[config.mk]
export PLATFORM = sky130hd
export DESIGN_NAME = csa_resolver_flat
export DESIGN_NICKNAME = d
export VERILOG_FILES = /design/src/rtl/csa_resolver_if.sv /design/src/rtl/csa_resolver.sv /design/src/flat_wrapper.sv
export SDC_FILE = /design/constraint.sdc
export NUM_CORES = 1
export LEC_CHECK = 0
export BUFFER_PORTS_ARGS = -buffer_cell sky130_fd_sc_hd__buf_2
export CORE_ASPECT_RATIO = 1.75
export CORE_UTILIZATION = 40
export DETAILED_ROUTE_END_ITERATION = 7
export PLACE_DENSITY_LB_ADDON = 0.05
export SETUP_SLACK_MARGIN = 0.3
export SLEW_MARGIN = 15
export SYNTH_ARGS = -nofsm -noshare
export SYNTH_HDL_FRONTEND = slang
export SYNTH_SLANG_ARGS = --single-unit
[constraint.sdc]
create_clock -name clk -period 3.7 [get_ports clk]
set_input_delay 0 -clock clk [delete_from_list [all_inputs] [get_ports clk]]
set_output_delay 0 -clock clk [all_outputs]
set_load 0.05 [all_outputs]
[src/rtl/csa_resolver_if.sv]
// Handshake bundle for csa_resolver: carry-save input pair in, resolved binary word out.
interface csa_resolver_if #(parameter int WIDTH = 16);
  logic             in_valid;
  logic             in_ready;
  logic [WIDTH-1:0] in_sum;
  logic [WIDTH-1:0] in_carry;
  logic             in_of;
  logic             out_valid;
  logic             out_ready;
  logic [WIDTH-1:0] out_result;
  logic             out_cout;
  logic             out_of;

  modport master (
    output in_valid, in_sum, in_carry, in_of, out_ready,
    input  in_ready, out_valid, out_result, out_cout, out_of
  );

  modport slave (
    input  in_valid, in_sum, in_carry, in_of, out_ready,
    output in_ready, out_valid, out_result, out_cout, out_of
  );
endinterface

[src/rtl/csa_resolver.sv]
// Resolves a carry-save sum/carry pair into binary with a CHUNK-bit ripple adder, one slice per clock.
// Optional macro CSA_RESOLVER_SAT_EN: saturate out_result to all ones when out_of is set.
module csa_resolver #(
  parameter int WIDTH = 16,
  parameter int CHUNK = 4
) (
  input  logic        clk,
  input  logic        rst,
  csa_resolver_if.slave bus
);
  localparam int NCHUNK = WIDTH / CHUNK;
  localparam int IW     = (NCHUNK > 1) ? $clog2(NCHUNK) : 1;

  if (WIDTH % CHUNK != 0) begin : g_bad_chunk
    $error("csa_resolver: WIDTH must be a multiple of CHUNK");
  end

  typedef enum logic [1:0] {IDLE, ADD, DONE} state_t;

  state_t           state;
  logic [WIDTH-1:0] sum_q, carry_q, res_q;
  logic [IW-1:0]    idx;
  logic             rc, of_q;
  logic             in_ready_q, out_valid_q, cout_q, oflag_q;
  logic [CHUNK:0]   slice;

  // One CHUNK-bit slice of the carry-propagate add, selected by the running index.
  always_comb begin
    slice = {1'b0, sum_q[idx*CHUNK +: CHUNK]}
          + {1'b0, carry_q[idx*CHUNK +: CHUNK]}
          + {{CHUNK{1'b0}}, rc};
  end

  always_ff @(posedge clk) begin
    if (rst) begin
      state       <= IDLE;
      sum_q       <= '0;
      carry_q     <= '0;
      res_q       <= '0;
      idx         <= '0;
      rc          <= 1'b0;
      of_q        <= 1'b0;
      in_ready_q  <= 1'b1;
      out_valid_q <= 1'b0;
      cout_q      <= 1'b0;
      oflag_q     <= 1'b0;
    end else begin
      case (state)
        IDLE: begin
          if (bus.in_valid) begin
            sum_q      <= bus.in_sum;
            carry_q    <= bus.in_carry;
            of_q       <= bus.in_of;
            idx        <= '0;
            rc         <= 1'b0;
            in_ready_q <= 1'b0;
            state      <= ADD;
          end
        end
        ADD: begin
          res_q[idx*CHUNK +: CHUNK] <= slice[CHUNK-1:0];
          rc  <= slice[CHUNK];
          idx <= idx + 1'b1;
          if (idx == IW'(NCHUNK-1)) begin
            cout_q      <= slice[CHUNK];
            oflag_q     <= of_q | slice[CHUNK];
            out_valid_q <= 1'b1;
            state       <= DONE;
`ifdef CSA_RESOLVER_SAT_EN
            // Overrides the final slice write above when the result overflowed.
            if (of_q | slice[CHUNK]) res_q <= '1;
`endif
          end
        end
        DONE: begin
          if (bus.out_ready) begin
            out_valid_q <= 1'b0;
            in_ready_q  <= 1'b1;
            state       <= IDLE;
          end
        end
        default: begin
          state       <= IDLE;
          in_ready_q  <= 1'b1;
          out_valid_q <= 1'b0;
        end
      endcase
    end
  end

  assign bus.in_ready   = in_ready_q;
  assign bus.out_valid  = out_valid_q;
  assign bus.out_result = res_q;
  assign bus.out_cout   = cout_q;
  assign bus.out_of     = oflag_q;
endmodule

[src/flat_wrapper.sv]
// flat-port wrapper written by rule: the top's interface ports become plain ports
module csa_resolver_flat 
#(
  parameter int WIDTH = 16,
  parameter int CHUNK = 4
)
  (clk, rst, bus_in_valid, bus_in_sum, bus_in_carry, bus_in_of, bus_out_ready, bus_in_ready, bus_out_valid, bus_out_result, bus_out_cout, bus_out_of);
  csa_resolver_if #(.WIDTH(WIDTH)) bus_i ();
  input  logic clk;
  input  logic rst;
  input wire logic [$bits(bus_i.in_valid)-1:0] bus_in_valid;
  input wire logic [$bits(bus_i.in_sum)-1:0] bus_in_sum;
  input wire logic [$bits(bus_i.in_carry)-1:0] bus_in_carry;
  input wire logic [$bits(bus_i.in_of)-1:0] bus_in_of;
  input wire logic [$bits(bus_i.out_ready)-1:0] bus_out_ready;
  output wire logic [$bits(bus_i.in_ready)-1:0] bus_in_ready;
  output wire logic [$bits(bus_i.out_valid)-1:0] bus_out_valid;
  output wire logic [$bits(bus_i.out_result)-1:0] bus_out_result;
  output wire logic [$bits(bus_i.out_cout)-1:0] bus_out_cout;
  output wire logic [$bits(bus_i.out_of)-1:0] bus_out_of;
  assign bus_i.in_valid = bus_in_valid;
  assign bus_i.in_sum = bus_in_sum;
  assign bus_i.in_carry = bus_in_carry;
  assign bus_i.in_of = bus_in_of;
  assign bus_i.out_ready = bus_out_ready;
  assign bus_in_ready = bus_i.in_ready;
  assign bus_out_valid = bus_i.out_valid;
  assign bus_out_result = bus_i.out_result;
  assign bus_out_cout = bus_i.out_cout;
  assign bus_out_of = bus_i.out_of;
  csa_resolver #(.WIDTH(WIDTH), .CHUNK(CHUNK)) u_core (.clk(clk), .rst(rst), .bus(bus_i));
endmodule
==> metrics.md <==
| Metric | Value |
|---|---|
| Status | complete, no violations |
| Number of buffers added for setup after CTS | 0 |
| Final setup vio count | 0 |
| Clk root buf | clkbuf_8 |
| Syn-to-layout area delta | 31.5% |
| Most common cell in the synthesized netlist | nand2_1 |
| P_leak | 1.42 nW |
| DRT Wirelength | around 6.4 mm |
| All-Layer GR Usage | 0.208 |
| Ant. Diodes | 0 |
| Hpwl dp | 4.28 mm |
| Synth Cell Area | between 2000 and 3000 um^2 |
| Vias per cell | slightly below 5 |
| Max Clock Skew | ~0.0094 ns |
| Yosys top cell area share | 0.451 |
| Part of the Yosys area used for sequential elements | 0.451 |
| Post-CTS sizing | 0 |
| CP Max Fanout | 5 |
| # rows | 38 |
| Post-DP Area | ~2900 um^2 |
| Core ar. | between 6000 and 7000 um^2 |
| Minimum clock period | ~2.7 ns |
| Required time worst endpoint | 3.89 ns |
| Die ar. | 6770 um^2 |
| Filler Cells Inserted | 617 |
| Crit path DAT | between 2 and 3 ns |
| Post-route cell area | approximately 3400 um^2 |
| First-pass iteration count of the detailed router | 4 |
| Multi-input logic area | 1280 um^2 |
| Clock transition at the registers of the reported paths | 0.07 ns |
| Busiest layer in global routing | met2 |
| Global Route met1 Usage | 0.213 |
| CTS buffer count | 9 |
| CP peak stage delay | about 0.56 ns |
| Post-CTS Hold Buffers | 35 |
| Clk buf depth | 2 |
| P_sw | 0.000369 W |
| Sw Share | 0.270 |
| Syn. warnings | 0 |
| Cell Pwr Density | a little over 400 nW/um^2 |
| Met2 usage | 0.387 |
| Cell variety after synth | 36 |
| CTS tree | yes |
| Setup tns final | 0 ns |
| ANT nets after route | 0 |
| Syn Inst Count | between 200 and 300 |
| Peak supply drop | 0.000210 V |
| Slowest CP cell | mux4_2 |
| MaxCap Viol Count | 0 |
| Final hold violations | 0 |
| RSZ-0062 raised after global routing | false |
| Combinational share of power | 0.144 |
| Cell taking the most area after synthesis | dfxtp_1 |
| Post-layout net count | approximately 420 |
| Pint | ~0.0010 W |
| Top cells by instance count after synthesis | nand2_1, dfxtp_1, a21oi_1, nor2_1, a22oi_1 |
| Starting DRT DRC Count | 92 |
| CP Capture Type | register |
| Height of the die | 108 um |
| Starting Density | 0.413 |
| Post-Syn Nets | roughly 330 |
| Top cells by area, synth | dfxtp_1, nand2_1, a21oi_1, mux4_2, ha_1 |
| Vias in the first global route | 2,183 |
| Critical path startpoint category | register |
| Clk sink count | 58 |
| # H-tree levels | 3 |
| Kind of critical path | reg2reg |
| M3 GR Usage | 0.0443 |
| Global-route wire length before repair | 10.4 mm |
| Period utilization | 0.721 |
| IO Port Bufs | 56 |
| Seq cells post-synth | 58 |
| Largest net degree at the start of global routing | 60 |
| DRC viols | 0 |
| Storage element area | around 1200 um^2 |
| Asr flop ratio synth | 0 |
| Ys flop type | dfxtp_1 |
| Routed len/inst | 14.1 um |
| Fmax | 375 MHz |
| Skew-Pair Late Insertion Delay | between 0.3 and 0.4 ns |
| CP Cell Sequence | mux4_2, fa_1, fa_1, a21o_1, a21o_1, nor3_1, nor3_1 |
| Clock share of power | 0.368 |
| Share of cells above drive strength 1 | 0.237 |
| Slew at the pin closest to its max-slew limit | between 1 and 1.5 ns |
| Mean Syn Cell Area | just over 9 um^2 |
| Design Power | approximately 0.0014 W |
| Placer Congestion | 0.775 |
| Gr ovfl total | 0 |
| Via count | around 2,300 |
| Die X | about 63 um |
| Headroom to the max-slew limit | 0.261 |
| Top Ports | between 50 and 60 |
| Hold crit path type | in2reg |
| Pins Over Slew Limit | 0 |
| Initial antenna violation count | 0 |
| Seq pwr share | 0.489 |
| Number of enable flip-flop cells after synthesis | 0 |
[worst max-delay path, delay by kind of cell (launching register included)]
kind                       cells  cell delay (ns)
AOI/OAI and AO/OA              2             0.39
muxes                          1             0.56
DFF                            1             0.47
and+or+nand+nor                2             0.21
adders and majority gates      2             0.87
[final timing paths]
kind,from,end,slack [ns],cells after the start
min reg2reg,u_core.bus.out_result[7],u_core.bus.out_result[7],0.45,2
max,u_core.idx[0],u_core.bus.out_of,1.03,7
min,rst,u_core.bus.out_result[10],0.34,2
max reg2reg,u_core.idx[0],u_core.bus.out_of,1.03,7
[routing by layer]
layer / part of all wire / wire [um] / up-vias
met5: 0 / 0 / -
met4: 0.025 / 161 / 0
met3: 0.027 / 175 / 15
met2: 0.55 / 3560 / 47
met1: 0.39 / 2540 / 1051
li1: - / - / 1143
[layout make-up]
class / count / share of cell area
Inverter: 5 / 0.00554
Clock inverter: 3 / 0.00443
Sequential cell: 58 / 0.343
Timing Repair Buffer: 94 / 0.195
Multi-Input combinational cell: 203 / 0.378
Tap cell: 80 / 0.0296
Clock buffer: 13 / 0.0440
[power groups by stage]
stage | Clock, W | Combinational (W) | Sequential, W
after detailed placement | 0 | 0.000167 | 0.000684
after global placement | 0 | 0.000166 | 0.000683
after global routing | 0.000540 | 0.000218 | 0.000673
after floorplan | 0 | 0.000117 | 0.000685
after CTS | 0.000514 | 0.000195 | 0.000670
final | 0.000503 | 0.000197 | 0.000669
[layout by cell type (no fill, tap or decap), drive strengths merged]
master | Yosys | layout
nand2 | 80 | 80
buf | 11 | 59
dfxtp | 58 | 58
a21oi | 43 | 43
dlygate4sd3 | 0 | 35
nor2 | 18 | 18
clkbuf | 7 | 13
a22oi | 12 | 12
ha | 9 | 9
mux4 | 8 | 8
inv | 5 | 5
nor3 | 4 | 4
nand3 | 3 | 3
o21ai | 3 | 3
clkinv | 0 | 3
nor4 | 2 | 2
a21o | 2 | 2
fa | 2 | 2
nand2b | 2 | 2
nand3b | 2 | 2
nor2b | 1 | 1
and4bb | 1 | 1
and3b | 1 | 1
a211oi | 1 | 1
o21bai | 1 | 1
or3b | 1 | 1
a32oi | 1 | 1
xor2 | 1 | 1
and3 | 1 | 1
o31ai | 1 | 1
nor3b | 1 | 1
o22ai | 1 | 1
mux2i | 1 | 1
[cell families (layout without fill, tap and decap cells)]
logic type      count (synthesis)  in the layout  share of synthesized area
flops                          58             58                      0.451
fa+ha+maj                      11             11                     0.0593
simple gates                  117            117                      0.214
mux                             9              9                     0.0739
buf+inv                        23            115                     0.0515
compound gates                 65             65                      0.147
xor+xnor                        1              1                    0.00340
[per-stage QoR]
| step | std cells | hold WS, ns | util | setup slack (ns) |
|---|---|---|---|---|
| floorplan | 284 | 0.136 | - | 0.939 |
| global placement | 404 | 0.243 | 0.459 | 1.06 |
| detailed placement | 404 | 0.246 | 0.459 | 1.03 |
| CTS | 455 | 0.334 | 0.541 | 1.01 |
| global route | 456 | 0.389 | 0.544 | 0.857 |
| finish | 456 | 0.344 | 0.544 | 1.03 |
[state kept, by name, summed over array words and instances, names as in the netlist]
signal and cells:
u_core.bus.out_of 1, u_core.bus.in_ready 1, u_core.carry_q 16, u_core.sum_q 16, u_core.bus.out_result 16, u_core.rc 1
u_core.bus.out_valid 1, u_core.idx 2, u_core.state 2, u_core.bus.out_cout 1, u_core.of_q 1
(Power assumes the default switching activity.)
